**src/rtl/dkongjr_snd_pkg.sv**
```systemverilog
// Shared encodings and sizes for the sound-CPU program loader.
// Holds the FSM state type, fixed window lengths and the hold-timer preset helper.
package dkongjr_snd_pkg;

    typedef enum logic [2:0] {
        ST_IDLE    = 3'd0,
        ST_ARM     = 3'd1,
        ST_WAIT    = 3'd2,
        ST_WRITE   = 3'd3,
        ST_RELEASE = 3'd4
    } state_t;

    localparam int ARM_CYCLES = 2;
    localparam int SND_ROM_AW = 12;
    localparam int CNT_W      = SND_ROM_AW + 1;
    localparam int TMR_W      = 8;

    // The timer flags zero on the final cycle of a window, so it is preset to length-1.
    function automatic logic [TMR_W-1:0] tmr_preset(input int cycles);
        return TMR_W'(cycles - 1);
    endfunction

endpackage

```
**src/rtl/dkongjr_hold_timer.sv**
```systemverilog
// Loadable down-counter; zero_o is high on the last cycle of a window loaded with length-1.
// Latency: load takes effect next cycle; no backpressure, load always wins over counting.
module dkongjr_hold_timer
    import dkongjr_snd_pkg::*;
(
    input  logic             clk_i,
    input  logic             rst_i,
    input  logic             load_i,
    input  logic [TMR_W-1:0] load_val_i,
    output logic             zero_o
);

    logic [TMR_W-1:0] cnt_q;
    logic [TMR_W-1:0] cnt_d;

    always_comb begin
        cnt_d = cnt_q;
        if (load_i) begin
            cnt_d = load_val_i;
        end else if (cnt_q != '0) begin
            cnt_d = cnt_q - 1'b1;
        end
    end

    always_ff @(posedge clk_i or posedge rst_i) begin
        if (rst_i) begin
            cnt_q <= '0;
        end else begin
            cnt_q <= cnt_d;
        end
    end

    assign zero_o = (cnt_q == '0);

endmodule

```
**src/rtl/dkongjr_snd_prog_loader.sv**
```systemverilog
// Streams the sound-CPU image into program RAM while holding the 8035 in reset.
// Accept-to-WE latency 1 cycle; READY only in WAIT, so one byte per WR_CYCLES+1 cycles.
module dkongjr_snd_prog_loader
    import dkongjr_snd_pkg::*;
#(
    parameter logic [15:0] BASE_ADDR = 16'h4000,
    parameter int          ROM_SIZE  = 4096,
    parameter int          WR_CYCLES = 2,
    parameter int          RST_HOLD  = 16
) (
    input  logic                  I_CLK,
    input  logic                  I_RST,
    input  logic                  I_DL_START,
    input  logic                  I_DL_VALID,
    output logic                  O_DL_READY,
    input  logic [15:0]           I_DL_ADDR,
    input  logic [7:0]            I_DL_DATA,
    input  logic                  I_DL_DONE,
    output logic [SND_ROM_AW-1:0] O_CNF_A,
    output logic [7:0]            O_CNF_D,
    output logic                  O_WE0,
    output logic                  O_CNF_EN,
    output logic                  O_SND_RSTn,
    output logic                  O_BUSY,
    output logic                  O_ERR,
    output logic [CNT_W-1:0]      O_COUNT,
    output logic [7:0]            O_CHKSUM
);

    localparam logic [TMR_W-1:0] ARM_PRESET  = tmr_preset(ARM_CYCLES);
    localparam logic [TMR_W-1:0] WR_PRESET   = tmr_preset(WR_CYCLES);
    localparam logic [TMR_W-1:0] HOLD_PRESET = tmr_preset(RST_HOLD);
    localparam logic [16:0]      ROM_SIZE_W  = 17'(ROM_SIZE);
    localparam logic [CNT_W-1:0] ROM_SIZE_C  = CNT_W'(ROM_SIZE);

    state_t                  state_q, state_d;
    logic [SND_ROM_AW-1:0]   cnf_a_q, cnf_a_d;
    logic [7:0]              cnf_dat_q, cnf_dat_d;
    logic                    we_q, we_d;
    logic                    cnf_en_q, cnf_en_d;
    logic                    snd_rstn_q, snd_rstn_d;
    logic                    busy_q, busy_d;
    logic                    err_q, err_d;
    logic [CNT_W-1:0]        count_q, count_d;
    logic [7:0]              chksum_q, chksum_d;
    logic                    ready_q, ready_d;
    logic                    done_pend_q, done_pend_d;

    logic                    tmr_load;
    logic [TMR_W-1:0]        tmr_val;
    logic                    tmr_zero;

    logic [15:0]             dl_off;
    logic                    in_win;
    logic                    done_any;

    // Addresses below BASE_ADDR wrap to a large offset and fall outside the window.
    assign dl_off   = I_DL_ADDR - BASE_ADDR;
    assign in_win   = ({1'b0, dl_off} < ROM_SIZE_W);
    assign done_any = done_pend_q | I_DL_DONE;

    dkongjr_hold_timer u_hold_timer (
        .clk_i      (I_CLK),
        .rst_i      (I_RST),
        .load_i     (tmr_load),
        .load_val_i (tmr_val),
        .zero_o     (tmr_zero)
    );

    always_comb begin
        state_d     = state_q;
        cnf_a_d     = cnf_a_q;
        cnf_dat_d   = cnf_dat_q;
        we_d        = we_q;
        cnf_en_d    = cnf_en_q;
        snd_rstn_d  = snd_rstn_q;
        err_d       = err_q;
        count_d     = count_q;
        chksum_d    = chksum_q;
        done_pend_d = done_pend_q;
        tmr_load    = 1'b0;
        tmr_val     = '0;

        if (I_DL_START) begin
            // A new session always restarts from ARM, cutting short any write in flight.
            state_d     = ST_ARM;
            we_d        = 1'b0;
            cnf_en_d    = 1'b1;
            snd_rstn_d  = 1'b0;
            err_d       = 1'b0;
            count_d     = '0;
            chksum_d    = '0;
            done_pend_d = 1'b0;
            tmr_load    = 1'b1;
            tmr_val     = ARM_PRESET;
        end else begin
            unique case (state_q)
                ST_IDLE: begin
                end
                ST_ARM: begin
                    if (I_DL_DONE) begin
                        done_pend_d = 1'b1;
                    end
                    if (tmr_zero) begin
                        state_d = ST_WAIT;
                    end
                end
                ST_WAIT: begin
                    // A byte arriving with DONE is written before the release starts.
                    if (I_DL_VALID && ready_q) begin
                        done_pend_d = done_any;
                        if (in_win) begin
                            cnf_a_d   = dl_off[SND_ROM_AW-1:0];
                            cnf_dat_d = I_DL_DATA;
                            we_d      = 1'b1;
                            state_d   = ST_WRITE;
                            tmr_load  = 1'b1;
                            tmr_val   = WR_PRESET;
                        end
                    end else if (done_any) begin
                        state_d     = ST_RELEASE;
                        err_d       = (count_q != ROM_SIZE_C);
                        cnf_en_d    = 1'b0;
                        done_pend_d = 1'b0;
                        tmr_load    = 1'b1;
                        tmr_val     = HOLD_PRESET;
                    end
                end
                ST_WRITE: begin
                    if (I_DL_DONE) begin
                        done_pend_d = 1'b1;
                    end
                    if (tmr_zero) begin
                        we_d     = 1'b0;
                        count_d  = count_q + 1'b1;
                        chksum_d = chksum_q + cnf_dat_q;
                        state_d  = ST_WAIT;
                    end
                end
                ST_RELEASE: begin
                    if (tmr_zero) begin
                        snd_rstn_d = 1'b1;
                        state_d    = ST_IDLE;
                    end
                end
                default: begin
                    state_d = ST_IDLE;
                end
            endcase
        end

        busy_d  = (state_d != ST_IDLE);
        ready_d = (state_d == ST_WAIT);
    end

    always_ff @(posedge I_CLK or posedge I_RST) begin
        if (I_RST) begin
            state_q     <= ST_IDLE;
            cnf_a_q     <= '0;
            cnf_dat_q   <= '0;
            we_q        <= 1'b0;
            cnf_en_q    <= 1'b0;
            snd_rstn_q  <= 1'b0;
            busy_q      <= 1'b0;
            err_q       <= 1'b0;
            count_q     <= '0;
            chksum_q    <= '0;
            ready_q     <= 1'b0;
            done_pend_q <= 1'b0;
        end else begin
            state_q     <= state_d;
            cnf_a_q     <= cnf_a_d;
            cnf_dat_q   <= cnf_dat_d;
            we_q        <= we_d;
            cnf_en_q    <= cnf_en_d;
            snd_rstn_q  <= snd_rstn_d;
            busy_q      <= busy_d;
            err_q       <= err_d;
            count_q     <= count_d;
            chksum_q    <= chksum_d;
            ready_q     <= ready_d;
            done_pend_q <= done_pend_d;
        end
    end

    assign O_DL_READY = ready_q;
    assign O_CNF_A    = cnf_a_q;
    assign O_CNF_D    = cnf_dat_q;
    assign O_WE0      = we_q;
    assign O_CNF_EN   = cnf_en_q;
    assign O_SND_RSTn = snd_rstn_q;
    assign O_BUSY     = busy_q;
    assign O_ERR      = err_q;
    assign O_COUNT    = count_q;
    assign O_CHKSUM   = chksum_q;

endmodule
```
**config.mk**
```make
export PLATFORM = sky130hd
export DESIGN_NAME = dkongjr_snd_prog_loader
export DESIGN_NICKNAME = d
export VERILOG_FILES = /design/src/rtl/dkongjr_snd_pkg.sv /design/src/rtl/dkongjr_hold_timer.sv /design/src/rtl/dkongjr_snd_prog_loader.sv
export SDC_FILE = /design/constraint.sdc
export NUM_CORES = 1
export LEC_CHECK = 0
export CELL_PAD_IN_SITES_DETAIL_PLACEMENT = 1
export CELL_PAD_IN_SITES_GLOBAL_PLACEMENT = 1
export CORE_AREA = 5 5 110 112
export CTS_CLUSTER_DIAMETER = 50
export DETAILED_ROUTE_END_ITERATION = 10
export DIE_AREA = 0 0 115 117
export HOLD_SLACK_MARGIN = 0.02
export PLACE_DENSITY_LB_ADDON = 0.08
export SYNTH_ARGS = -nofsm -noshare
export SYNTH_HDL_FRONTEND = slang
export SYNTH_SLANG_ARGS = --single-unit
```
**constraint.sdc**
```tcl
create_clock -name I_CLK -period 3.1 [get_ports I_CLK]
set_clock_uncertainty 0.05 [all_clocks]
set_input_delay 0.62 -clock I_CLK [delete_from_list [all_inputs] [get_ports I_CLK]]
set_output_delay 0.62 -clock I_CLK [all_outputs]
set_load 0.005 [all_outputs]
```
# After elaboration in Yosys (flattened, before gate mapping)
# Cells that the tools add are included.
[word_totals]
ff_bits = 59
in_bits = 29
output_inout_bits = 47
elab_cells = 97
[op_classes]
addsub = 4
order_cmp = 1
n_eq_ne = 12
mux = 45
bitwise = 2
reduce_logical = 20
[op_table]
columns = ["operator", "n"]
rows = [
  ["2-to-1 mux 8 bit", 8],
  ["2-to-1 mux 13 bit", 3],
  ["2-to-1 mux 1 bit", 24],
  ["2-to-1 mux 3 bit", 6],
  ["less-than comparator 16 x 13 -> 1 bit, second input constant", 1],
  ["subtractor 16 x 15 -> 16 bit, second input constant", 1],
  ["adder 13 x 1 -> 13 bit, second input constant", 1],
  ["inequality test 13 bit, second input constant", 1],
  ["one-hot mux 3 bit (4 select lines)", 1],
  ["nonzero test 2 bit", 6],
  ["equality test 3 x 2 -> 1 bit, second input constant", 3],
  ["inequality test 3 bit, second input constant", 3],
  ["nonzero test 3 bit", 3],
  ["adder 8 bit", 1],
  ["zero test 8 bit", 1],
  ["AND reduction 4 bit", 2],
  ["nonzero test 8 bit", 1],
  ["subtractor 8 x 1 -> 8 bit, second input constant", 1],
  ["AND reduction 3 bit", 2],
  ["2-to-1 mux 4 bit", 1],
  ["inequality test 4 bit, second input constant", 1],
  ["one-hot mux 1 bit (2 select lines)", 2],
  ["AND reduction 2 bit", 2],
  ["equality test 3 x 1 -> 1 bit, second input constant", 1],
  ["other kinds (8)", 8],
]

# Logic depth before layout (Yosys ltp)
# Gate-level depths: netlist (run 1).
[logic_depth]
depth_word = 7
ltp_mapped = 8
depth_no_buf = 7

# Hierarchy
# Synthesis (run 1) repeated with hierarchy kept, for this count alone.
[hier_totals]
hier_cells = 286
area_unflattened_um2 = 3118.0
[modules_own_cells]
columns = ["mod", "instances", "cells_each", "area_per_inst_um2", "seq_area_each_um2"]
rows = [
  ["dkongjr_snd_prog_loader", 1, 230, 2621.3, 1276.2],
  ["dkongjr_hold_timer", 1, 56, 496.7, 200.2],
]

# Worst setup path before layout (run 1)
# Ideal clock, no wire load.
[synth_timing]
kind = "register to register"
start = "register u_hold_timer.cnt_q[0]"
end = "register chksum_q[7], in the netlist O_CHKSUM[7]"
setup_time_ns = 0.074
arrival_time_ns = 1.898
required_time_ns = 2.976
path_slack_ns = 1.078
stages_incl_launch_ff = 8
path_buffers = 0
period_less_slack_ns = 2.022
cell_sequence = "dfrtp_1 inv_1 ha_1 nor3b_2 nand3_4 or4_4 a21o_1 a21oi_2"
[synth_via]
elab_chain_cells = 3
[synth_rtl]
columns = ["item", "line_no", "source"]
rows = [
  ["start: declaration", "dkongjr_hold_timer.sv:13", "logic [TMR_W-1:0] cnt_q;"],
  ["start signal: assignment", "dkongjr_hold_timer.sv:29", "cnt_q <= cnt_d;"],
  ["zero test 8 bit", "dkongjr_hold_timer.sv:33", "assign zero_o = (cnt_q == '0);"],
  ["nonzero test 2 bit (no source line)", "--", ""],
  ["AND reduction 2 bit (no source line)", "--", ""],
  ["end signal: assignment", "dkongjr_snd_prog_loader.sv:180", "chksum_q <= chksum_d;"],
  ["end: declaration", "dkongjr_snd_prog_loader.sv:45", "logic [7:0] chksum_q, chksum_d;"],
]
# No other way between the ends.
# A chain may end at the register's enable or synchronous reset.

# Final worst setup path (run 1)
# Ends and elaborated chain as after synthesis.

==> results.md, run 1 <==
- Fillcell total: 1250
- # diodes: 0
- Vias/cell: 4.76
- Worst setup margin: 0.863 ns
- Hold-fix buffers, CTS: 0
- CP Data Arrival Time: 2.44 ns
- Pre-CTS setup slack: 0.567 ns
- Final nets: 402
- Routed Antenna Nets: 0
- Worst EP required: 3.31 ns
- Largest stage delay, worst path: 0.57 ns
- Worst Setup SP: u_hold_timer.cnt_q[0]
- Final Hold Viols: 0
- Status: complete, no violations
- Register area: 0.00148 mm²
- Async set-reset flop share out of synthesis: 100%
- Worst hold path class: flop to flop
- Slowest CP cell: or4_4
- FMAX: 447 MHz
- Clk buf depth: 2
- WL final: 8020 µm
- Worst R2R Start: u_hold_timer.cnt_q[0]
- Worst-path cell chain: inv_1, ha_1, nor3b_2, nand3_4, or4_4, a21o_1, a21oi_2
- EDFF count, synth: 0
- Area of the multi-input gates: 0.00146 mm²
- First-pass GRT wire length: 13300 µm
- RD Place Congestion: 0.726
- Initial core utilization: 27.0%
- 1st-pass router iterations: 4
- Postcts setup bufs: 0
- Netlist cell types: 47
- Clock sinks: 59
- Setup tns final: 0 ns
- Die Ht: 117 µm
- Most frequent cells in the layout: clkdlybuf4s50_1 (75), dfrtp_1 (59), nand2_1 (24)
- Slew @ Worst Pin: 0.610 ns
- Syn Std Cell Area: 0.00300 mm²
- Total grt overflow: 0
- Row count: 39
- Net Count, Synth: 320
- Worst VDD drop: 0.195 mV
- CTS tree: yes
- DRC viols: 0
- CP Launch Type: flop
- WL per Instance: 15.8 µm
- Max-slew headroom: 59.1%
- CTS root buffer: clkbuf_16
- First DRT Iteration DRCs: 108
- Final setup fails: 0
- RSZ-0062 raised after global routing: false
- Pin count of the biggest net entering global routing: 60
- Post-layout min period: 2.24 ns
- Half-perimeter wire length after placement: 5700 µm
- CP Max Fanout: 10
- Static Leak: 1.83 nW
- Fin. max-slew vios: 0
- Delay-heaviest family, CP: simple AND/OR/NAND/NOR gates
- Most common cell after layout, fill and taps aside: clkdlybuf4s50_1
- Post-CTS Resized: 0
- Setup CP Type: flop to flop
- Vias in the first global route: 2618
- Bufs and invs on worst path: 1
- Final Cycle Share: 72.2%
- H-tree levels: 3
- Layout cell share with drive strength beyond 1: 14.3%
- HP Start: O_CNF_EN
- Floorplan core area: 0.0111 mm²
- Ports: 76
- Cts bufs inserted: 9
- Total Routing Usage GR: 12.7%
- Syn Inst Count: 279
- Power per Cell Area: 606 mW/mm²
- Avg Inst Size Synth: 10.8 µm²
- Synth-to-layout area growth: 41.9%
- Initial antenna violation count: 0
- Top FF cell, synth: dfrtp_1
- Die W: 115 µm
- Yosys reg bits: 59
- Maxcap violations: 0
- Seq/Total Area, Yosys: 49.2%
- Clk_lat worst skew: 0.33 ns
- Vias: 2411
- # port buffers: 75
- Synth Warn #: 0
- Worst setup EP type: flop
- Die area: 0.0135 mm²
- Clock-pin transition on the worst setup and hold timing paths: 0.05 ns
[cells in the mapped netlist (all sizes together) (3+ instances only)]
master / n / area, µm²
and3: 4 / 25.0
mux2: 20 / 225
a211oi: 5 / 37.5
clkbuf: 6 / 22.5
or4: 4 / 40.0
nand2: 24 / 90.1
nand3b: 5 / 37.5
nand3: 13 / 77.6
ha: 11 / 138
o21ai: 5 / 25.0
buf: 3 / 15.0
nor4b: 5 / 43.8
xnor2: 10 / 87.6
nor2b: 3 / 18.8
nor2: 24 / 92.6
a21oi: 22 / 114
dfrtp: 59 / 1480
nor4: 4 / 55.1
nor3: 5 / 25.0
xor2: 9 / 78.8
a21o: 4 / 30.0
inv: 8 / 30.0
nor3b: 3 / 27.5
[path summary, 6_finish.rpt]
path | to | slack [ns] | cells past startpoint
setup / recovery | O_CHKSUM[7] | 0.86 | 7
hold / removal | O_CNF_EN | 0.44 | 1
setup reg to reg | O_CHKSUM[7] | 0.86 | 7
hold reg to reg | O_CNF_EN | 0.44 | 1
max in group asynchronous | O_COUNT[2] | 2.09 | 3
min in group asynchronous | O_CNF_A[1] | 0.61 | 3
[report_power, final]
group	switching (mW)	internal [mW]	leakage [nW]	total, mW
logic	0.300	0.257	0.870	0.557
clock network	0.342	0.738	0.155	1.08
registers	0.106	0.841	0.801	0.946
[per-layer routing]
metal	global-route usage, %	wire [µm]	vias up
li1	-	-	1158
met1	17.4	3850	1195
met2	18.9	3640	48
met3	3.75	397	10
met4	5.16	126	0
met5	0	0	-
[registers in the layout, indices dropped and copies added, names as in the netlist, 3 cells and up]
| signal | cells |
|---|---|
| u_hold_timer.cnt_q | 8 |
| O_CNF_A | 12 |
| O_COUNT | 13 |
| state_q | 3 |
| O_CNF_D | 8 |
| O_CHKSUM | 8 |
[area by class of cell]
type | count | share of cell area (%)
timing repair buffer | 80 | 18.8
clock inverter | 2 | 1.41
multi-input combinational | 203 | 34.2
inverter | 8 | 0.705
tap | 143 | 4.20
sequential | 59 | 34.6
clock buffer | 12 | 6.02
[through the flow]
stage / cells / area, µm² / utilization, % / hold WS [ns] / total power [mW]
6_report: 507 / 4260 / 38.3 / 0.439 / 2.58
5_1_grt: 507 / 4260 / 38.3 / 0.465 / 2.75
4_1_cts: 507 / 4260 / 38.3 / 0.454 / 2.63
3_5_place_dp: 493 / 3950 / 35.5 / 0.443 / 1.53
3_3_place_gp: 493 / 3950 / 35.5 / 0.439 / 1.52
2_1_floorplan: 279 / 3000 / - / 0.424 / 1.35
[logic make-up after synthesis]
family                     synth area share, %
DFF                                       49.2
buffers and inverters                     2.25
adders and majority gates                 5.25
xor gates and xnor gates                  5.54
muxes                                     7.50
and+or+nand+nor                           19.5
AOI/OAI and AO/OA                         10.8
Note: power is estimated with default switching activity, not from simulation.
==> run 2, diff against run 1 <==
==> constraint.sdc (replaced) <==
create_clock -name I_CLK -period 2.15 [get_ports I_CLK]
set_clock_uncertainty 0.05 [all_clocks]
set_input_delay 0.43 -clock I_CLK [delete_from_list [all_inputs] [get_ports I_CLK]]
set_output_delay 0.43 -clock I_CLK [all_outputs]
set_load 0.005 [all_outputs]
==> run 2 against run 1 <==
- count of clock-buffer cells in the layout fell by 1
- first-iteration DRC count down 30%
- largest cell class is now multi-input gates
- die area unchanged
- cell area rose by 4.0%
- final cell count is 3.7% higher
- non-clock buffer count increased by 17
- via count rose by 2.2%
==> results.md, run 2 (synthesis results as in run 1) <==
- Bufs and invs on worst path: 0
- Hold-fix buffers, CTS: 0
- Slew @ Worst Pin: 0.463 ns
- R2r endpoint: O_CHKSUM[7]
- Floorplan core area: 0.0111 mm²
- H-tree levels: 3
- Cts bufs inserted: 9
- Status: complete, no violations
- Worst setup margin: 0.104 ns
- FMAX: 489 MHz
- # port buffers: 75
- Worst-path cell chain: nor4_4, nand3_4, or4_4, a21o_1, a21oi_2
- Final nets: 419
- Initial antenna violation count: 0
- Die Ht: 117 µm
- Setup CP Type: flop to flop
- Max-slew headroom: 68.7%
- Vias: 2463
- CTS root buffer: clkbuf_16
- CP Launch Type: flop
- First DRT Iteration DRCs: 76
- Clk_lat worst skew: 0.33 ns
- Register area: 0.00148 mm²
- Most frequent cells in the layout: clkdlybuf4s50_1 (75), dfrtp_1 (59), nand2_1 (24)
- Maxcap violations: 0
- Die W: 115 µm
- Worst VDD drop: 0.350 mV
- Routed Antenna Nets: 0
- Half-perimeter wire length after placement: 5790 µm
- Synth-to-layout area growth: 47.6%
- Worst EP required: 2.36 ns
- WL final: 8060 µm
- Final Cycle Share: 95.2%
- Post-layout min period: 2.05 ns
- Total grt overflow: 0
- Final Cell Area: 0.00443 mm²
- Fin. max-slew vios: 0
- Layout cell share with drive strength beyond 1: 20.1%
- Vias in the first global route: 2641
- Max FFs per register: 13
- Depth of the most critical reg-to-reg path: 5
- Area of the multi-input gates: 0.00151 mm²
- Initial core utilization: 27.0%
- Clock sinks: 59
- Clk buf depth: 2
- Stages on the worst setup path: 5
- Pin count of the biggest net entering global routing: 60
- Worst setup EP type: flop
- Final core occ: 39.8%
- Power per Cell Area: 849 mW/mm²
- Delay-heaviest family, CP: simple AND/OR/NAND/NOR gates
- Die area: 0.0135 mm²
- # diodes: 0
- Setup tns final: 0 ns
- DRC viols: 0
- CTS tree: yes
- Worst reg-to-reg setup slack: 0.10 ns
- Fillcell total: 1249
- RD Place Congestion: 0.733
- Most common cell after layout, fill and taps aside: clkdlybuf4s50_1
- WL per Instance: 15.3 µm
- Clock-pin transition on the worst setup and hold timing paths: 0.06 ns
- Largest stage delay, worst path: 0.54 ns
- Fin Hold WS: 0.427 ns
- Worst Setup SP: u_hold_timer.cnt_q[5]
- Total Routing Usage GR: 12.6%
- Ports: 76
- 1st-pass router iterations: 4
- Worst R2R Start: u_hold_timer.cnt_q[5]
- Worst hold path class: input port to asynchronous set/reset pin
- Final setup fails: 0
- Post-Place Cell Area: 0.00408 mm²
- Vias/cell: 4.68
- CP Data Arrival Time: 2.25 ns
- Row count: 39
- CP Max Fanout: 5
- Pre-CTS setup slack: -0.123 ns
- First-pass GRT wire length: 13400 µm
- Static Leak: 1.91 nW
- Final Hold Viols: 0
- Slowest CP cell: or4_4
-- run 2: cell count changes in the layout (fill, tap and decap cells not counted), moves of 2 or more --
cell	delta
buf_4	+15
clkinv_2	+3
buf_12	+2
clkbuf_8	-2
nor4b_1	-2
nor4b_2	+2
-- run 2: what timing repair did --
action | in CTS | in global routing
buffers inserted | 1 | 0
pin swaps | 0 | 0
endpoints found under the hold margin | 0 | 0
gates resized for setup | 2 | 8
cloned | 0 | 0
setup endpoints to repair | 2 | 12
-- run 2: how the worst max path moves through the flow --
stage                  end
2_1_floorplan  O_CHKSUM[7]
3_3_place_gp    O_CNF_D[1]
3_5_place_dp    O_CNF_D[2]
4_1_cts        O_CHKSUM[7]
5_1_grt        O_CHKSUM[7]
6_report       O_CHKSUM[7]
-- run 2: worst min-delay path: cells and delay by family --
family | cells | cell delay, ns
buffers and inverters | 3 | 0.77
-- run 2: power breakdown --
group          switching [mW]  internal (mW)
combinational           0.508          0.507
clock                   0.505          0.892
sequential              0.139           1.21
total                    1.15           2.61
-- run 2: metal layers --
metal	up-vias	global-route usage [%]	share of wire [%]
met5	-	0	0
met4	0	4.46	1.1
met3	9	3.80	5.2
met2	46	20.0	46
met1	1206	16.3	48
li1	1202	-	-
-- run 2: layout make-up --
class / count / share of cell area, %
Multi-Input combinational cell: 203 / 34.0
Sequential cell: 59 / 33.3
Timing Repair Buffer: 97 / 21.5
Clock buffer: 11 / 5.25
Tap cell: 143 / 4.04
Clock inverter: 5 / 1.21
Inverter: 8 / 0.677
-- run 2: per-stage QoR --
step / power, mW / std cells
floorplan: 1.94 / 279
global placement: 2.32 / 509
finish: 3.76 / 526
CTS: 3.80 / 526
global route: 4.01 / 526
detailed placement: 2.33 / 509
